--- config.mk ---
export PLATFORM = sky130hd
export DESIGN_NAME = dcsk_tx_ctrl
export DESIGN_NICKNAME = d
export VERILOG_FILES = /design/src/rtl/dcsk_tx_ctrl.sv
export SDC_FILE = /design/constraint.sdc
export NUM_CORES = 1
export LEC_CHECK = 0
export CORE_ASPECT_RATIO = 1.25
export CORE_MARGIN = 1
export CORE_UTILIZATION = 40
export DETAILED_ROUTE_END_ITERATION = 8
export PLACE_DENSITY = 0.55
export SLEW_MARGIN = 10
export SYNTH_ARGS = -nofsm -noshare
export SYNTH_HDL_FRONTEND = slang
export SYNTH_SLANG_ARGS = --single-unit
--- constraint.sdc ---
create_clock -name Clk -period 2.3 [get_ports Clk]
set_input_delay 0.46 -clock Clk [delete_from_list [all_inputs] [get_ports Clk]]
set_output_delay 0.46 -clock Clk [all_outputs]
set_load 0.005 [all_outputs]
--- src/rtl/dcsk_tx_ctrl.sv ---
// DCSK transmitter controller: serialises words LSB first as reference/data chip pairs per bit.
// Optional DCSK_TX_MARK_EN adds the Tx_Ref / Tx_Word_End framing outputs.
module dcsk_tx_ctrl #(
   parameter int DATA_W = 8,
   parameter int MAX_SF = 16,
   parameter int ADDR_W = 4
) (
   input  logic              Clk,
   input  logic              Rst,
   input  logic [DATA_W-1:0] Data_In,
   input  logic              Data_Valid,
   output logic              Data_Ready,
   input  logic [4:0]        Spread_Factor,
   input  logic              Chaos_Bit,
   output logic              Chaos_Req,
   output logic              Tx_Chip,
   output logic              Tx_Valid,
   output logic              Busy
`ifdef DCSK_TX_MARK_EN
   ,
   output logic              Tx_Ref,
   output logic              Tx_Word_End
`endif
);

   localparam int BIT_W = $clog2(DATA_W);

   typedef enum logic [1:0] {IDLE, REF, DATA} state_t;

   state_t              state_q, state_d;
   logic [ADDR_W-1:0]   chip_cnt_q, chip_cnt_d;
   logic [BIT_W-1:0]    bit_cnt_q, bit_cnt_d;
   logic [ADDR_W:0]     sf_q, sf_d;
   logic [DATA_W-1:0]   word_q, word_d;
   logic [MAX_SF-1:0]   buf_q, buf_d;
   logic                tx_chip_q, tx_chip_d;
   logic                tx_valid_q, tx_valid_d;
   logic                busy_q, busy_d;
   logic                last_chip, last_bit, last_word_chip, accept;
`ifdef DCSK_TX_MARK_EN
   logic                tx_ref_q, tx_word_end_q;
`endif

   function automatic logic [ADDR_W:0] clamp_sf(input logic [4:0] sf);
      int v;
      v = int'(sf);
      if (v < 2) v = 2;
      else if (v > MAX_SF) v = MAX_SF;
      return v[ADDR_W:0];
   endfunction

   assign last_chip      = ({1'b0, chip_cnt_q} == (sf_q - 1'b1));
   assign last_bit       = (bit_cnt_q == BIT_W'(DATA_W - 1));
   assign last_word_chip = (state_q == DATA) && last_chip && last_bit;
   // Ready on the final data chip lets the next word follow with no idle chip.
   assign Data_Ready     = !Rst && ((state_q == IDLE) || last_word_chip);
   assign accept         = Data_Valid && Data_Ready;
   assign Chaos_Req      = !Rst && (state_q == REF);

   always_comb begin
      state_d    = state_q;
      chip_cnt_d = chip_cnt_q;
      bit_cnt_d  = bit_cnt_q;
      sf_d       = sf_q;
      word_d     = word_q;
      buf_d      = buf_q;
      tx_chip_d  = 1'b0;
      tx_valid_d = 1'b0;
      case (state_q)
         IDLE: ;
         REF: begin
            tx_chip_d         = Chaos_Bit;
            tx_valid_d        = 1'b1;
            buf_d[chip_cnt_q] = Chaos_Bit;
            if (last_chip) begin
               chip_cnt_d = '0;
               state_d    = DATA;
            end else begin
               chip_cnt_d = chip_cnt_q + 1'b1;
            end
         end
         DATA: begin
            tx_chip_d  = buf_q[chip_cnt_q] ^ ~word_q[bit_cnt_q];
            tx_valid_d = 1'b1;
            if (last_chip) begin
               chip_cnt_d = '0;
               if (!last_bit) begin
                  bit_cnt_d = bit_cnt_q + 1'b1;
                  state_d   = REF;
               end else begin
                  state_d = IDLE;
               end
            end else begin
               chip_cnt_d = chip_cnt_q + 1'b1;
            end
         end
         default: state_d = IDLE;
      endcase
      if (accept) begin
         word_d     = Data_In;
         sf_d       = clamp_sf(Spread_Factor);
         bit_cnt_d  = '0;
         chip_cnt_d = '0;
         state_d    = REF;
      end
      busy_d = (state_d != IDLE);
   end

   always_ff @(posedge Clk) begin
      if (Rst) begin
         state_q       <= IDLE;
         chip_cnt_q    <= '0;
         bit_cnt_q     <= '0;
         sf_q          <= '0;
         word_q        <= '0;
         buf_q         <= '0;
         tx_chip_q     <= 1'b0;
         tx_valid_q    <= 1'b0;
         busy_q        <= 1'b0;
`ifdef DCSK_TX_MARK_EN
         tx_ref_q      <= 1'b0;
         tx_word_end_q <= 1'b0;
`endif
      end else begin
         state_q       <= state_d;
         chip_cnt_q    <= chip_cnt_d;
         bit_cnt_q     <= bit_cnt_d;
         sf_q          <= sf_d;
         word_q        <= word_d;
         buf_q         <= buf_d;
         tx_chip_q     <= tx_chip_d;
         tx_valid_q    <= tx_valid_d;
         busy_q        <= busy_d;
`ifdef DCSK_TX_MARK_EN
         tx_ref_q      <= (state_q == REF);
         tx_word_end_q <= last_word_chip;
`endif
      end
   end

   assign Tx_Chip  = tx_chip_q;
   assign Tx_Valid = tx_valid_q;
   assign Busy     = busy_q;
`ifdef DCSK_TX_MARK_EN
   assign Tx_Ref      = tx_ref_q;
   assign Tx_Word_End = tx_word_end_q;
`endif

endmodule

### Word level (Yosys, flattened, before mapping)

Cells that the tools add are included.

| storage, ports and cells | value |
|---|---|
| bits in registers | 41 |

| cells by class | value |
|---|---|
| $lt $le $gt $ge | 5 |
| reductions and logical operators | 13 |
| multiplexer cells | 17 |
| equality and inequality tests | 4 |
| add/subtract/negate cells | 3 |
| bitwise logic cells | 3 |

Operators with widths:

| kind | number |
|---|---|
| $bwmux 16 | 1 |
| $mux 5 | 2 |
| $logic_and 1x1->1 | 6 |
| $mux 2 | 3 |
| $pmux 2 s3 | 1 |
| $eq 4x5->1 | 1 |
| $gt 5x5->1 const B | 1 |
| $lt 4x5->1 const B | 1 |
| $lt 5x2->1 const B | 1 |
| $mux 1 | 5 |
| $sub 5x1->5 const B | 1 |
| $add 4x1->4 const B | 1 |
| $bmux 1 s4 | 1 |
| $demux 1 s4 | 1 |
| $ge 4x1->1 const B | 1 |
| $lt 3x4->1 const B | 1 |
| $mux 4 | 1 |
| $reduce_or 2->1 | 2 |
| $add 3x1->3 const B | 1 |
| $bmux 1 s3 | 1 |
| $eq 3x3->1 const B | 1 |
| $reduce_and 3->1 | 1 |
| $eq 2x1->1 const B | 1 |
| $eq 2x2->1 const B | 1 |
| other kinds (7) | 8 |

### Depth between registers and ports, before layout

| logic depth | value |
|---|---|
| depth in word-level cells | 9 |
| depth in mapped cells | 8 |
| gate-level depth less buffers | 7 |

### Least setup slack after synthesis

Ideal clock, no wire load.

| timing | value |
|---|---|
| path type | reg2out |
| start | reg sf_q[0] |
| end | out Data_Ready |
| cell stages (with the launch flop) | 8 |
| setup slack | 0.112 ns |
| buffers on the path | 0 |
| required time | 1.840 ns |
| data arrival time | 1.728 ns |
| cell sequence | dfxtp_1 inv_1 ha_1 o21ba_2 a221oi_2 o211a_1 a31oi_1 nor2_1 |

| on the way | value |
|---|---|
| longest elaborated chain between the ends | 6 |

RTL lines:

| element | line | RTL |
|---|---|---|
| start: declaration | 33 | `logic [ADDR_W:0] sf_q, sf_d;` |
| start signal: assignment | 114 | `sf_q <= '0;` |
| start signal: assignment | 128 | `sf_q <= sf_d;` |
| $sub 5x1->5 | 52 | `assign last_chip = ({1'b0, chip_cnt_q} == (sf_q - 1'b1));` |
| $eq 4x5->1 | 52 |  |
| $logic_and 1x1->1 (2 in a row) | 54 | `assign last_word_chip = (state_q == DATA) && last_chip && last_bit;` |
| $logic_or 1x1->1 | 56 | `assign Data_Ready = !Rst && ((state_q == IDLE) \|\| last_word_chip);` |
| $logic_and 1x1->1 | 56 |  |
| end: declaration | 12 | `output logic Data_Ready,` |

Every way passes these cells.

### Final worst setup path

Same ends and word-level chain as after synthesis.

==> impl_summary.md <==
Synthesis
The cell taking the most area after synthesis is dfxtp_1. The leading cell type by number of instances after synthesis is dfxtp_1. Synthesis inferred 41 register bits. In this run the biggest area consumer among cell types represents 36.7% of the synthesized area. The number of warnings issued by yosys is 0.

In this run, synthesis inferred 0 flip-flops with an integrated enable. The gate count of the mapped netlist is 249. The most used flip-flop cell after synthesis is dfxtp_1. The post-synthesis cell type count is 40.

After synthesis the cells add up to 0.00224 mm2. The mean instance size in the synthesized netlist is 8.98 um2. By area the synthesized netlist is led by dfxtp_1 37%, mux2i_1 8.9%, nand3_1 6.9%. The sequential cell area fraction in the yosys report is 36.7%. The number of nets in the synthesized netlist is 277. The commonest cells after synthesis are 41 x dfxtp_1, 32 x nor2_1, 31 x nand3_1, 20 x mux2i_1. Counting flops with an async set or reset pin after synthesis yields a share of 0%.

Power and ir drop
In this run, the clock network consumes 37.8% of the power. Dividing total power by cell area gives a power density of 564 mW/mm2. For this design the total switching power over the nets is 0.405 mW. Sequential cells account for 47.0% of the total power. The total internal power is 1.18 mW. The combinational cell fraction of total power is 15.2%.

IR analysis of the VDD net gives a maximum drop of 288 uV. Summed over all cells, the static leakage comes to 1.19 nW. The switching part of the total is 25.6%.

Job
The max-cap check violation count is 0.

Worst setup path
The worst path buffer plus inverter count is 2. STA puts the critical path data arrival time at 1.85 ns. The critical path start-end classification is reg -> out. The largest fanout on the critical path is 3. Traced cell by cell, the critical path runs through inv_2 > ha_4 > o21ba_4 > a221oi_4 > o211a_1 > a31oi_1 > nor2_1 > buf_2. For flop-to-flop paths, the worst setup slack is 0.16 ns. The slowest stage of the critical path belongs to the cell dfxtp_2. STA classifies the critical path startpoint as a register. In this design, the largest share of critical-path delay is due to compound AO/OA/AOI/OAI gates. For this run, the slowest stage of the critical path takes 0.34 ns. The endpoint required time on the critical path is 1.84 ns. The timing startpoint of the critical path is sf_q[0]. The capturing element type of the critical path is a primary output. The launch point of the worst reg-to-reg path is bit_cnt_q[0].

Placed design
The post-detailed-placement half-perimeter wirelength is 3840 um. At the end of routability-driven placement, the weighted congestion stood at 0.738. The total of buffers placed on input and output ports is 21.

Final layout
The number of antenna repair diodes is 0. The final-layout fill cell count is 556. The layout overhead on the synthesized area is 25.3%.

The net count reported at finish is 313. The share of cells above drive strength 1 is 17.5%.

Global routing
The global route total overflow is 0. The via count of the first global-routing pass is 1843. The number of antenna violations at the first check in global routing is 0.

The maximum number of pins on one net before global-route repair is 21. The first global-routing pass estimated 8580 um of wire. Global routing consumed, over all layers together, 19.6% of the routing resources.

Floorplan
The die covers 0.00590 mm2. The area of the core is 0.00541 mm2. The floorplan die width is 68.9 um. The site row count is 30. The y dimension of the die is 85.6 um. The boundary pin count is 22. For this configuration, the core starts out at a cell density of 41.4%.

Timing
The clock period minus worst slack is 2.31 ns. The worst-margin pin slew is 0.633 ns. The relative slew slack is 57.7%.

The worst hold slack is 0.465 ns. The achievable frequency is 0.433 GHz. The count of pins over their slew limit is 0.

On the final layout, the worst clock skew is 0.00791 ns. The aggregate negative setup slack is -0.00920 ns. The total setup violations reported at the end of the flow is 1. In the finished design, the share of the clock period the worst path needs comes to 100%.

The count of final hold-check violations is 0. Across all setup checks in the final design, the least slack found is -0.00920 ns. Setup repair after global routing could not meet its margin everywhere.

Clock network
The clock network latency to the later pin of the worst-skew pair is 0.30 ns. The clock tree from TritonCTS is built. CTS built an H-tree with a depth of 2. The clock buffer count from CTS is 5. CTS placed an instance of clkbuf_8 at the clock tree root. The clock net sink count is 41. The clock passes through at most 2 buffers. Clock-pin slew was measured on the worst setup and hold paths at 0.08 ns.

Detailed routing
In the final routed layout, each cell accounts on average for 14.9 um. The first detailed-routing pass took 4 iterations. The post-detailed-route via-to-cell ratio is 5.53. The first-iteration detailed-routing DRC count is 74. For this run, design rule violations remaining after detail routing come to 0. The number of routed nets with antenna violations is 0. The routed layout has 1935 vias. The post-detailed-routing wire length is 5210 um.

Worst hold path
The startpoint identified for the worst hold timing path is word_q[5]. The path class of the tightest hold or removal check is reg -> reg.

Status
The checks that failed: negative setup slack. The flow ran to the end, but the final reports show violations.
[registers in the layout, indices dropped and copies added, names as in the netlist]
signal / cells
state_q: 2
sf_q: 5
Tx_Valid: 1
bit_cnt_q: 3
Busy: 1
word_q: 8
Tx_Chip: 1
buf_q: 16
chip_cnt_q: 4
[final timing paths]
kind                      to  cells past startpoint
hold / removal     word_q[5]                      2
setup / recovery  Data_Ready                      8
hold reg to reg    word_q[5]                      2
setup reg to reg     Tx_Chip                      5
[placed cells by master (no fill, tap or decap), drive strengths merged, types with 2 or more instances in the layout]
cell type,count
o2111a,2
clkbuf,5
inv,8
nor2,32
xnor2,4
o2111ai,3
xor2,2
mux4,6
clkdlybuf4s50,20
a21oi,14
ha,11
nand2,7
nor3,4
nor2b,6
dfxtp,41
o31ai,3
nand4,4
o21ai,14
nand3,31
buf,26
o211ai,2
mux2i,20
a31oi,2
[cell type report]
class                      count  area (um2)  share of cell area [%]
tap                           64        80.1                    2.86
clock buffer                   5        68.8                    2.45
sequential                    41         823                    29.4
multi-input combinational    183        1360                    48.5
inverter                       8        30.0                    1.07
timing repair buffer          46         397                    14.1
clock inverter                 3        46.3                    1.65
[repair_timing]
item                       CTS  global route
hold buffers                 0             0
buffers inserted             1             0
pin swaps                    5             4
gates resized for setup     12             3
setup endpoints to repair    1             1
[metrics by stage]
stage	cells	setup slack [ns]	utilization [%]	instance area (um2)	total power, mW
after global routing	350	-0.0951	51.9	2800	1.65
after CTS	350	-0.0658	51.5	2780	1.59
after floorplan	249	0.112	-	2240	0.887
after detailed placement	341	-0.199	48.8	2640	0.987
after global placement	341	-0.166	48.8	2640	0.983
final	350	-0.00920	51.9	2800	1.58
[worst register-to-register path: cells and delay by family, from the launching register on]
family | cells | cell delay, ns
mux | 3 | 1.04
simple gates | 1 | 0.50
flops | 1 | 0.44
compound gates | 1 | 0.11
[routing by layer]
layer,track usage [%],share of wire (%),up-vias
li1,-,-,978
met1,23.3,42,920
met2,34.0,54,27
met3,3.59,2.7,10
met4,6.86,1.7,0
met5,0,0,-
[power groups by stage]
stage | logic, mW | clock network, mW | registers [mW]
5_1_grt | 0.263 | 0.638 | 0.746
2_1_floorplan | 0.130 | 0 | 0.756
6_report | 0.240 | 0.598 | 0.743
3_3_place_gp | 0.225 | 0 | 0.758
3_5_place_dp | 0.228 | 0 | 0.759
4_1_cts | 0.233 | 0.617 | 0.743
[cell families after synthesis]
logic type,Yosys count,share of synthesized area [%]
xor gates and xnor gates,6,2.35
buffers and inverters,25,4.36
DFF,41,36.7
AOI/OAI and AO/OA,48,15.0
and+or+nand+nor,91,19.6
muxes,27,15.8
adders and majority gates,11,6.15
No activity file was read; power rests on OpenSTA's default activity.
